### src/rtl/frame_ecc_scrub_ctrl.sv
// Frame ECC scrub controller: classifies syndrome events, queues single-bit corrections and
// issues them one at a time over a REQ/ACK handshake; keeps sticky status and saturating counters.
//
// state | meaning
// IDLE  | no correction in flight; leave when the queue holds an entry
// LOAD  | pop queue head into CORR_FAR/CORR_WORD/CORR_BIT, clear timer
// REQ   | CORR_REQ high, waiting for CORR_ACK or timeout
module frame_ecc_scrub_ctrl #(
    parameter int DEPTH   = 4,
    parameter int TIMEOUT = 1024,
    parameter int CNT_W   = 16
) (
    input  logic             CLK,
    input  logic             RSTN,
    input  logic             ENABLE,
    input  logic             SYNDROMEVALID,
    input  logic             ECCERROR,
    input  logic             ECCERRORSINGLE,
    input  logic             CRCERROR,
    input  logic [23:0]      FAR,
    input  logic [6:0]       SYNWORD,
    input  logic [4:0]       SYNBIT,
    output logic             CORR_REQ,
    output logic [23:0]      CORR_FAR,
    output logic [6:0]       CORR_WORD,
    output logic [4:0]       CORR_BIT,
    input  logic             CORR_ACK,
    input  logic             CLR_STATUS,
    output logic             UNCORR,
    output logic [23:0]      UNCORR_FAR,
    output logic             CRC_ERR,
    output logic             OVERFLOW,
    output logic             TIMEOUT_ERR,
    output logic [CNT_W-1:0] CORR_CNT,
    output logic [CNT_W-1:0] UNCORR_CNT,
    output logic             BUSY
);

    localparam int AW = $clog2(DEPTH);
    localparam int TW = $clog2(TIMEOUT);
    localparam logic [TW-1:0]    T_LAST  = TW'(TIMEOUT - 1);
    localparam logic [AW:0]      Q_FULL  = (AW + 1)'(DEPTH);
    localparam logic [CNT_W-1:0] CNT_MAX = '1;

    typedef enum logic [1:0] {
        S_IDLE = 2'd0,
        S_LOAD = 2'd1,
        S_REQ  = 2'd2
    } state_t;

    state_t        state;
    logic [35:0]   q_mem [DEPTH];
    logic [AW-1:0] wr_ptr;
    logic [AW-1:0] rd_ptr;
    logic [AW:0]   q_cnt;
    logic [TW-1:0] timer;
    logic          crc_q;

    logic ev, corr_ev, uncorr_ev, pop, push, q_full;
    logic ack_done, to_hit, crc_rise;

    assign ev        = SYNDROMEVALID & ENABLE & ECCERROR;
    assign corr_ev   = ev & ECCERRORSINGLE;
    assign uncorr_ev = ev & ~ECCERRORSINGLE;
    assign pop       = (state == S_LOAD);
    assign q_full    = (q_cnt == Q_FULL);
    // a pop in the same cycle frees the slot the push needs
    assign push      = corr_ev & (~q_full | pop);
    assign ack_done  = (state == S_REQ) & CORR_ACK;
    assign to_hit    = (state == S_REQ) & ~CORR_ACK & (timer == T_LAST);
    assign crc_rise  = CRCERROR & ~crc_q;
    assign BUSY      = (q_cnt != '0) | (state != S_IDLE);

    always_ff @(posedge CLK) begin
        if (push) q_mem[wr_ptr] <= {FAR, SYNWORD, SYNBIT};
    end

    always_ff @(posedge CLK or negedge RSTN) begin
        if (!RSTN) begin
            wr_ptr <= '0;
            rd_ptr <= '0;
            q_cnt  <= '0;
        end else begin
            if (push) wr_ptr <= wr_ptr + 1'b1;
            if (pop)  rd_ptr <= rd_ptr + 1'b1;
            case ({push, pop})
                2'b10:   q_cnt <= q_cnt + 1'b1;
                2'b01:   q_cnt <= q_cnt - 1'b1;
                default: q_cnt <= q_cnt;
            endcase
        end
    end

    always_ff @(posedge CLK or negedge RSTN) begin
        if (!RSTN) begin
            state     <= S_IDLE;
            CORR_REQ  <= 1'b0;
            CORR_FAR  <= '0;
            CORR_WORD <= '0;
            CORR_BIT  <= '0;
            timer     <= '0;
        end else begin
            case (state)
                S_IDLE: begin
                    if (q_cnt != '0) state <= S_LOAD;
                end
                S_LOAD: begin
                    {CORR_FAR, CORR_WORD, CORR_BIT} <= q_mem[rd_ptr];
                    timer    <= '0;
                    CORR_REQ <= 1'b1;
                    state    <= S_REQ;
                end
                S_REQ: begin
                    if (CORR_ACK || timer == T_LAST) begin
                        CORR_REQ <= 1'b0;
                        state    <= S_IDLE;
                    end else begin
                        timer <= timer + 1'b1;
                    end
                end
                default: begin
                    CORR_REQ <= 1'b0;
                    state    <= S_IDLE;
                end
            endcase
        end
    end

    always_ff @(posedge CLK or negedge RSTN) begin
        if (!RSTN) begin
            crc_q       <= 1'b0;
            UNCORR      <= 1'b0;
            UNCORR_FAR  <= '0;
            CRC_ERR     <= 1'b0;
            OVERFLOW    <= 1'b0;
            TIMEOUT_ERR <= 1'b0;
            CORR_CNT    <= '0;
            UNCORR_CNT  <= '0;
        end else begin
            crc_q <= CRCERROR;
            if (CLR_STATUS) begin
                UNCORR      <= 1'b0;
                UNCORR_FAR  <= '0;
                CRC_ERR     <= 1'b0;
                OVERFLOW    <= 1'b0;
                TIMEOUT_ERR <= 1'b0;
                CORR_CNT    <= '0;
                UNCORR_CNT  <= '0;
            end else begin
                if (uncorr_ev) begin
                    UNCORR <= 1'b1;
                    if (!UNCORR)                UNCORR_FAR <= FAR;
                    if (UNCORR_CNT != CNT_MAX) UNCORR_CNT <= UNCORR_CNT + 1'b1;
                end
                if (crc_rise)          CRC_ERR     <= 1'b1;
                if (corr_ev && !push)  OVERFLOW    <= 1'b1;
                if (to_hit)            TIMEOUT_ERR <= 1'b1;
                if (ack_done && CORR_CNT != CNT_MAX) CORR_CNT <= CORR_CNT + 1'b1;
            end
        end
    end

endmodule
### config.mk
export PLATFORM = sky130hd
export DESIGN_NAME = frame_ecc_scrub_ctrl
export DESIGN_NICKNAME = d
export VERILOG_FILES = /design/src/rtl/frame_ecc_scrub_ctrl.sv
export SDC_FILE = /design/constraint.sdc
export NUM_CORES = 1
export LEC_CHECK = 0
export ABC_AREA = 1
export CAP_MARGIN = 30
export CORE_MARGIN = 3
export CORE_UTILIZATION = 42
export CTS_CLUSTER_DIAMETER = 30
export DETAILED_ROUTE_END_ITERATION = 8
export GPL_TIMING_DRIVEN = 0
export PLACE_DENSITY = 0.72
export REMOVE_ABC_BUFFERS = 1
export SKIP_LAST_GASP = 1
export SYNTH_ARGS = -nofsm -noshare
export SYNTH_HDL_FRONTEND = slang
export SYNTH_SLANG_ARGS = --single-unit
### constraint.sdc
create_clock -name CLK -period 2.65 [get_ports CLK]
set_input_delay 0.53 -clock CLK [delete_from_list [all_inputs] [get_ports CLK]]
set_output_delay 0.53 -clock CLK [all_outputs]
set_load 0.005 [all_outputs]
Yosys cells after proc, flatten, opt, wreduce, memory -nomap -nowiden

Memories as Yosys holds them, arrays and structs flattened. A register that Yosys moved wholly into a read port is not among the register bits.
Index checks and enable logic that the tools add are counted.
Widths: inputs -> output; s select.

Register bits after elaboration: 81
Bits in latches: 0
Bits in writable memories: 144
Memory bits (read-only): 0
Input bits: 45
Word-level logic and storage cells: 97
Memories: 1

Memory list:

| name  | depth | bits a word | read ports | clocked after memory_dff | wr ports | line | text |
|---|---|---|---|---|---|---|---|
| q_mem | 4     | 36          | 1          | 1                        | 1        | 52   | `logic [35:0] q_mem [DEPTH];` |

Add/sub/neg operators: 7
Multipliers: 0
Div/mod/pow operators: 0
$lt $le $gt $ge: 0
Equality and inequality tests: 12
Shift operators: 0
Muxes and demuxes: 26
Bitwise operators: 16
Reduce and logical (&&, ||, !) cells: 21

Operators with widths:

| operator              | count |
|---|---|
| $mux 16               | 5 |
| $mux 24               | 3 |
| $add 16x1->16 const B | 2 |
| $ne 16x16->1 const B  | 2 |
| $pmux 10 s2           | 1 |
| $reduce_bool 2->1     | 9 |
| $mux 1                | 11 |
| $add 10x1->10 const B | 1 |
| $eq 10x10->1 const B  | 1 |
| $mux 10               | 1 |
| $reduce_and 2->1      | 5 |
| $and 1x1->1           | 9 |
| $ne 2x2->1 const B    | 3 |
| $pmux 2 s3            | 1 |
| $pmux 3 s2            | 1 |
| $not 1->1             | 5 |
| $add 2x1->2 const B   | 2 |
| $eq 2x1->1 const B    | 2 |
| $eq 2x2->1 const B    | 2 |
| $mux 2                | 2 |
| $add 3x1->3 const B   | 1 |
| $eq 3x3->1 const B    | 1 |
| $pmux 1 s3            | 1 |
| $reduce_bool 3->1     | 1 |
| other kinds (7)       | 10 |

Longest topological paths before layout

Gate-level depths: netlist of the first run.

Depth after elaboration: 8
Depth in mapped cells: 11
Mapped depth without buffers: 11

Least setup slack after synthesis of the first run

Ideal clock, no wire load.

Path type: in2reg
Start: in SYNDROMEVALID
End: mem q_mem[0][0] (enable)
Arrival: 2.382 ns
Data required time: 2.221 ns
Path slack: -0.161 ns
Cell stages on the path: 4
Buffers on the path: 0
Cells stage by stage: nand3_1 > nor2_1 > nand2_2 > nor2_1

Longest elaborated chain between the ends: 6

Ends and longest elaborated chain:

| what                         | line | text |
|---|---|---|
| start: declaration           | 16   | `input logic SYNDROMEVALID,` |
| $and 1x1->1 (2 in series)    | 62   | `assign ev = SYNDROMEVALID & ENABLE & ECCERROR;` |
| $and 1x1->1                  | 63   | `assign corr_ev = ev & ECCERRORSINGLE;` |
| $and 1x1->1                  | 68   | `assign push = corr_ev & (~q_full \| pop);` |
| $mux 1                       | 75   | `if (push) q_mem[wr_ptr] <= {FAR, SYNWORD, SYNBIT};` |
| $mux 1 (not written as such) | 75   |  |
| end: declaration             | 52   |  |

No other way between the ends.

Worst setup path in the final report of the first run

Start: reg q_cnt[0]
End: out BUSY

Longest elaborated chain between the ends: 2

Ends and longest elaborated chain:

| what                     | line | text |
|---|---|---|
| start: declaration       | 55   | `logic [AW:0] q_cnt;` |
| start signal: assignment | 87   | `2'b10: q_cnt <= q_cnt + 1'b1;` |
| start signal: assignment | 88   | `2'b01: q_cnt <= q_cnt - 1'b1;` |
| start signal: assignment | 89   | `default: q_cnt <= q_cnt;` |
| $reduce_bool 3->1        | 72   | `assign BUSY = (q_cnt != '0) \| (state != S_IDLE);` |
| $or 1x1->1               | 72   |  |
| end: declaration         | 36   | `output logic BUSY` |

No other way between the ends.

==> impl_metrics.py, run 1 <==
metrics = {
    "critical_path": {
        "cp-end-kind": "output port",
        "start_kind": "register",
        "crit_type": "reg2out",
        "cp.required_ns": 2.12,
        "path_max_fanout": 3,
        "rrSetupSlack_ns": 0.48,
        "cp.arrival_ns": 1.69,
    },
    "synthesis": {
        "syn-cell-area_um2": 11000,
        "yosysTopAreaCellShare": 0.393,
        "ys_warn_count": 0,
        "ys_seq_area_frac": 0.659,
        "syn_inst": 1058,
        "synthArstFlopShare": 0.448,
        "synth_edf_count": 144,
        "synth.avg_cell_area_um2": 10.4,
        "synth.distinct_cells": 35,
        "synth-seq-cells": 261,
        "ys.flop_type": "edfxtp_1",
        "ys_top_cells_by_area": "edfxtp_1 (39%), dfrtp_1 (27%), nor2_1 (8.0%)",
        "yosys.area.top_type": "edfxtp_1",
    },
    "die": {
        "num_io_pins": 143,
        "initial_utilization": 0.432,
        "row_count": 58,
        "coreArea_um2": 25500,
        "die_h_um": 168,
        "fp.dieW_um": 168,
        "die_area_um2": 28200,
    },
    "finish": {
        "num-fill-cells": 2054,
        "final_layout_size_suffix_gt1_frac": 0.112,
        "finalNonFillerCells": 1598,
        "antenna_cells": 0,
        "nets": 1275,
        "syn_to_final_growth_pct": 34.2,
    },
    "sta": {
        "setup_slack_ns": 0.429,
        "hold_ws_ns": 0.470,
        "skew_ns": 0.0172,
        "slew_headroom": 0.383,
        "tightest_slew_ns": 0.926,
        "hold_viol": 0,
        "setup_viol": 0,
        "rsz0062_at_grt": "false",
        "fmax_ghz": 0.450,
        "layout_min_cycle_time_ns": 2.22,
        "post-route-period-util": 0.838,
        "drv_slew": 0,
    },
    "cts": {
        "cts_root_buffer": "clkbuf_16",
        "cts_tree": "built",
        "clockBufferDepth": 3,
        "insertion_delay_ns": 0.54,
        "clock_sinks": 261,
        "cts-buffers-inserted": 54,
        "clk_pin_slew_worst_paths_ns": 0.05,
        "htreeDepth": 2,
        "post-cts-setup-buffer-count": 0,
    },
    "placement": {
        "routabilityCongestion": 0.821,
        "place_hpwl_mm": 15.8,
        "portBuffers": 142,
        "dp_slack_ns": -0.181,
        "dp_cells": 1495,
    },
    "power_and_ir_drop": {
        "p_int_mw": 11.0,
        "total_power_mw": 15.4,
        "p_comb_frac": 0.211,
        "clockPowerShare": 0.449,
        "power_density_nw_per_um2": 1050,
        "sw_frac_of_total": 0.287,
        "peakVddDrop_v": 0.000637,
        "p_seq_frac": 0.340,
        "power_switching_mw": 4.43,
        "leakagePower_nw": 5.79,
    },
    "drt": {
        "drc_errors": 0,
        "antenna_left": 0,
        "wl_mm": 26.2,
        "wl_per_cell_um": 16.4,
        "drtIter0Drc": 541,
        "drt_pass1_iterations": 5,
        "vias": 8118,
        "avgViaCountPerCell": 5.08,
    },
    "global_routing": {
        "grt_pass1_vias": 8047,
        "grtUsageTotal": 0.183,
        "grt_max_degree": 60,
        "grt_pass1_wl_mm": 41.8,
        "antenna_found_initial": 0,
        "globalRouteOverflowTotal": 0,
    },
    "min_path": {
        "hold_path.class": "in2reg",
    },
    "flow_run": {
        "maxCapViolations": 0,
    },
    "run_status": {
        "status": "completed",
    },
}
-- timing repair --
item | in CTS | in global routing
gates resized for setup | 0 | 1
hold endpoints to repair | 13 | 0
setup endpoints to repair | 0 | 9
hold buffers | 1 | 0
-- flip-flops by register name, summed over array words and instances, names as in the netlist --
name,count
CORR_BIT,5
CORR_CNT,16
CORR_FAR,24
CORR_REQ,1
CORR_WORD,7
CRC_ERR,1
OVERFLOW,1
TIMEOUT_ERR,1
UNCORR,1
UNCORR_CNT,16
UNCORR_FAR,24
crc_q,1
q_cnt,3
q_mem,144
rd_ptr,2
state,2
timer,10
wr_ptr,2
-- worst paths after layout --
path	start	cells after the start	endpoint
worst max-delay path	q_cnt[0]	3	BUSY
worst min-delay path	CRCERROR	1	crc_q
worst max register to register	state[1]	6	q_mem[3][7]
worst min register to register	CORR_REQ	2	CORR_REQ
max in group asynchronous	RSTN	3	CORR_CNT[3]
min in group asynchronous	RSTN	2	CORR_FAR[3]
-- kinds of logic after synthesis --
logic type	count (synthesis)	synth area share
xor+xnor	15	0.0119
compound gates	159	0.0774
flops	261	0.659
buf+inv	117	0.0472
simple gates	498	0.194
fa+ha+maj	8	0.00978
-- Yosys cell counts (2+ instances only) --
master and number:
inv_2 5, nand2_2 7, nor3_1 3, nand3_1 68, nor2_1 233, inv_1 66
nor2_4 6, xor2_1 14, a21oi_1 3, clkbuf_1 15, dfrtp_1 117, nor2_2 3
a31oi_1 36, nand2_4 3, nand4_1 18, nand2_1 150, edfxtp_1 144, or2_2 3
buf_4 3, o21bai_1 3, buf_2 19, o21ai_1 14, o21ai_0 102, buf_8 2
buf_6 3, buf_1 3, ha_1 7
-- cells in the final DEF (no fill, tap or decap), types with 10 or more instances in the layout --
master           instances
dfrtp_1                115
o21ai_0                102
nand4_1                 18
clkbuf_16               55
bufinv_16               10
clkinv_2                11
clkdlybuf4s50_1        141
nor2_1                 229
a31oi_1                 36
edfxtp_1               144
nand2_1                150
o21ai_1                 13
inv_1                   64
nand3_1                 68
nor2_4                  10
xor2_1                  14
-- through the flow --
step | cell area [µm²] | utilization | TNS (ns)
final | 14800 | 0.579 | 0
after global routing | 14800 | 0.579 | 0
after global placement | 12600 | 0.494 | -948.72
after floorplan | 10700 | - | -23.88
after detailed placement | 12800 | 0.504 | -3.68
after CTS | 14800 | 0.579 | 0
-- critical path, cell delays in order, from the launching register on --
cell             delay (ns)
dfrtp_1                0.40
nor2_1                 0.16
nand3_1                0.12
clkdlybuf4s50_1        0.46
-- power groups by stage --
stage	clock network, mW	logic [mW]	registers [mW]
4_1_cts	7.05	3.30	5.25
2_1_floorplan	0	1.66	5.28
3_3_place_gp	0	2.97	5.41
6_report	6.93	3.25	5.24
5_1_grt	7.27	3.67	5.33
3_5_place_dp	0	3.28	5.31
-- routing by layer --
layer	track usage	vias to the layer above	wire length, µm
li1	-	3927	-
met1	0.239	3881	11400
met2	0.309	259	12500
met3	0.0437	51	1720
met4	0.0498	0	537
met5	0	-	0
-- area by class of cell --
cell class | instances | area [µm²] | share of cell area
tap | 330 | 413 | 0.0280
clock buffer | 60 | 1410 | 0.0952
multi-input combinational | 680 | 3270 | 0.221
sequential | 261 | 7250 | 0.492
inverter | 72 | 273 | 0.0185
clock inverter | 42 | 505 | 0.0343
timing repair buffer | 153 | 1640 | 0.111
No activity file was read; power rests on OpenSTA's default activity.
==> inputs of run 2 (changes only) <==
--- a/config.mk
+++ b/config.mk
@@ -12,7 +12,7 @@
 export CTS_CLUSTER_DIAMETER = 30
 export DETAILED_ROUTE_END_ITERATION = 8
 export GPL_TIMING_DRIVEN = 0
-export PLACE_DENSITY = 0.72
+export PLACE_DENSITY = 0.69
 export REMOVE_ABC_BUFFERS = 1
 export SKIP_LAST_GASP = 1
 export SYNTH_ARGS = -nofsm -noshare
==> constraint.sdc (replaced) <==
create_clock -name CLK -period 2.28 [get_ports CLK]
set_input_delay 0.456 -clock CLK [delete_from_list [all_inputs] [get_ports CLK]]
set_output_delay 0.456 -clock CLK [all_outputs]
set_load 0.005 [all_outputs]
==> run 2 against run 1 <==
Compared with the run above: register-to-register slack worse by 0.35 ns; hold slack worse by 0.071 ns; cell area up 0.14%; non-clock buffer count up 3; clock skew up 0.0044 ns; clock-buffer cell count up 4; combinational power up 21%; core utilization up 0.079 points; largest power group unchanged; die area unchanged.
==> impl_metrics.py, run 2 (synthesis results as in run 1) <==
metrics = {
    "placement": {
        "routabilityCongestion": 0.851,
        "place_hpwl_mm": 15.7,
        "portBuffers": 142,
        "dp_slack_ns": -0.386,
    },
    "drt": {
        "avgViaCountPerCell": 5.13,
        "wl_per_cell_um": 16.7,
        "vias": 8208,
        "wl_mm": 26.8,
        "drc_errors": 0,
        "drt_pass1_iterations": 5,
        "drtIter0Drc": 469,
        "antenna_left": 0,
    },
    "critical_path": {
        "path_max_fanout": 3,
        "cp_slowest_cell": "clkdlybuf4s50_1",
        "cp.required_ns": 1.82,
        "crit_type": "reg2out",
        "path_cells": "nor2_1 -> nand3_1 -> clkdlybuf4s50_1",
        "slowest_delay_ns": 0.47,
        "cp.arrival_ns": 1.71,
        "start_kind": "register",
        "cp-end-kind": "output port",
    },
    "finish": {
        "final_common_cell": "nor2_1",
        "largest_registers": "q_mem (144), CORR_FAR (24), UNCORR_FAR (24)",
        "syn_to_final_growth_pct": 34.4,
        "final_layout_size_suffix_gt1_frac": 0.113,
        "largest_reg_flops": 144,
        "nets": 1279,
        "most-common-layout-cells": "nor2_1 (229), nand2_1 (150), edfxtp_1 (144)",
        "largest_register": "q_mem",
        "num-fill-cells": 2062,
    },
    "die": {
        "fp.dieW_um": 168,
        "die_h_um": 168,
        "coreArea_um2": 25500,
        "row_count": 58,
        "die_area_um2": 28200,
        "initial_utilization": 0.432,
        "num_io_pins": 143,
    },
    "power_and_ir_drop": {
        "power_density_nw_per_um2": 1210,
        "peakVddDrop_v": 0.000716,
        "leakagePower_nw": 5.78,
    },
    "cts": {
        "cts_root_buffer": "clkbuf_16",
        "cts_tree": "built",
        "insertion_delay_ns": 0.56,
        "cts-buffers-inserted": 54,
        "htreeDepth": 2,
        "clockBufferDepth": 3,
        "clock_sinks": 261,
        "clk_pin_slew_worst_paths_ns": 0.04,
    },
    "sta": {
        "setup_slack_ns": 0.109,
        "setup_viol": 0,
        "drv_slew": 0,
        "skew_ns": 0.0215,
        "tightest_slew_ns": 0.727,
        "rsz0062_at_grt": "false",
        "layout_min_cycle_time_ns": 2.17,
        "hold_viol": 0,
        "post-route-period-util": 0.952,
        "fmax_ghz": 0.461,
        "finalSetupTns_ns": 0,
        "slew_headroom": 0.514,
    },
    "global_routing": {
        "grt_pass1_wl_mm": 42.6,
        "antenna_found_initial": 1,
        "grt_max_degree": 72,
        "grtUsageTotal": 0.187,
        "globalRouteOverflowTotal": 0,
        "grt_pass1_vias": 8259,
    },
    "run_status": {
        "status": "completed",
    },
    "flow_run": {
        "maxCapViolations": 0,
    },
    "min_path": {
        "hold_path.class": "in2reg",
    },
}
run 2: cell types whose count changed in the layout (fill, tap and decap cells not counted), moves of 2 or more:
| cell | change |
|---|---|
| bufinv_16 | -2 |
| clkbuf_1 | +4 |
| clkinv_1 | -3 |
| clkinv_8 | +2 |
| clkinv_4 | +2 |
| inv_6 | -2 |
run 2: path summary, 6_finish.rpt:
| check | from | to | slack (ns) | cells past startpoint |
|---|---|---|---|---|
| worst max-delay path | state[0] | BUSY | 0.11 | 3 |
| min in group asynchronous | RSTN | CORR_BIT[2] | 0.44 | 2 |
| worst min-delay path | CRCERROR | crc_q | 0.40 | 1 |
| worst max register to register | rd_ptr[1] | CORR_BIT[3] | 0.13 | 5 |
| max in group asynchronous | RSTN | rd_ptr[0] | 1.06 | 3 |
| worst min register to register | CORR_REQ | CORR_REQ | 0.48 | 2 |
run 2: routing by layer:
metal / share of wire / wire [µm] / global-route usage
met4: 0.020 / 526 / 0.0726
met3: 0.069 / 1840 / 0.0402
met2: 0.48 / 13000 / 0.309
met5: 0 / 0 / 0
met1: 0.43 / 11500 / 0.244
run 2: final cells by class:
cell class	instances	area [µm²]	share of cell area
Sequential cell	261	7260	0.491
Tap cell	330	413	0.0279
Inverter	72	273	0.0185
Timing Repair Buffer	156	1700	0.115
Clock buffer	64	1420	0.0961
Clock inverter	36	439	0.0297
Antenna cell	1	2.50	0.000169
Multi-Input combinational cell	681	3280	0.222
run 2: timing repair:
| action | CTS | global route |
|---|---|---|
| hold endpoints to repair | 46 | 0 |
| buffers inserted | 0 | 2 |
| setup endpoints to repair | 0 | 38 |
| hold buffers | 1 | 0 |
| gates resized for setup | 0 | 3 |
run 2: worst max-delay path: cells and delay by family, from the launching register on:
family,cells,cell delay (ns)
buffers and inverters,1,0.47
DFF,1,0.42
and+or+nand+nor,2,0.29
run 2: through the flow:
stage                     cell area (µm²)  power (mW)  cells   util  hold slack [ns]
after global routing                14800        18.8   1601  0.580            0.379
after floorplan                     10700        8.06   1013      -            0.160
final                               14800        17.8   1601  0.580            0.399
after global placement              12600        9.78   1485  0.494            0.469
after CTS                           14700        18.0   1597  0.578            0.377
after detailed placement            12900        10.1   1496  0.505            0.456
run 2: power by group:
part           switching, mW  internal [mW]  leakage, nW
clock network           2.48           5.34        0.881
logic                   2.23           1.69         2.13
registers              0.504           5.58         2.78
total                   5.21           12.6         5.78
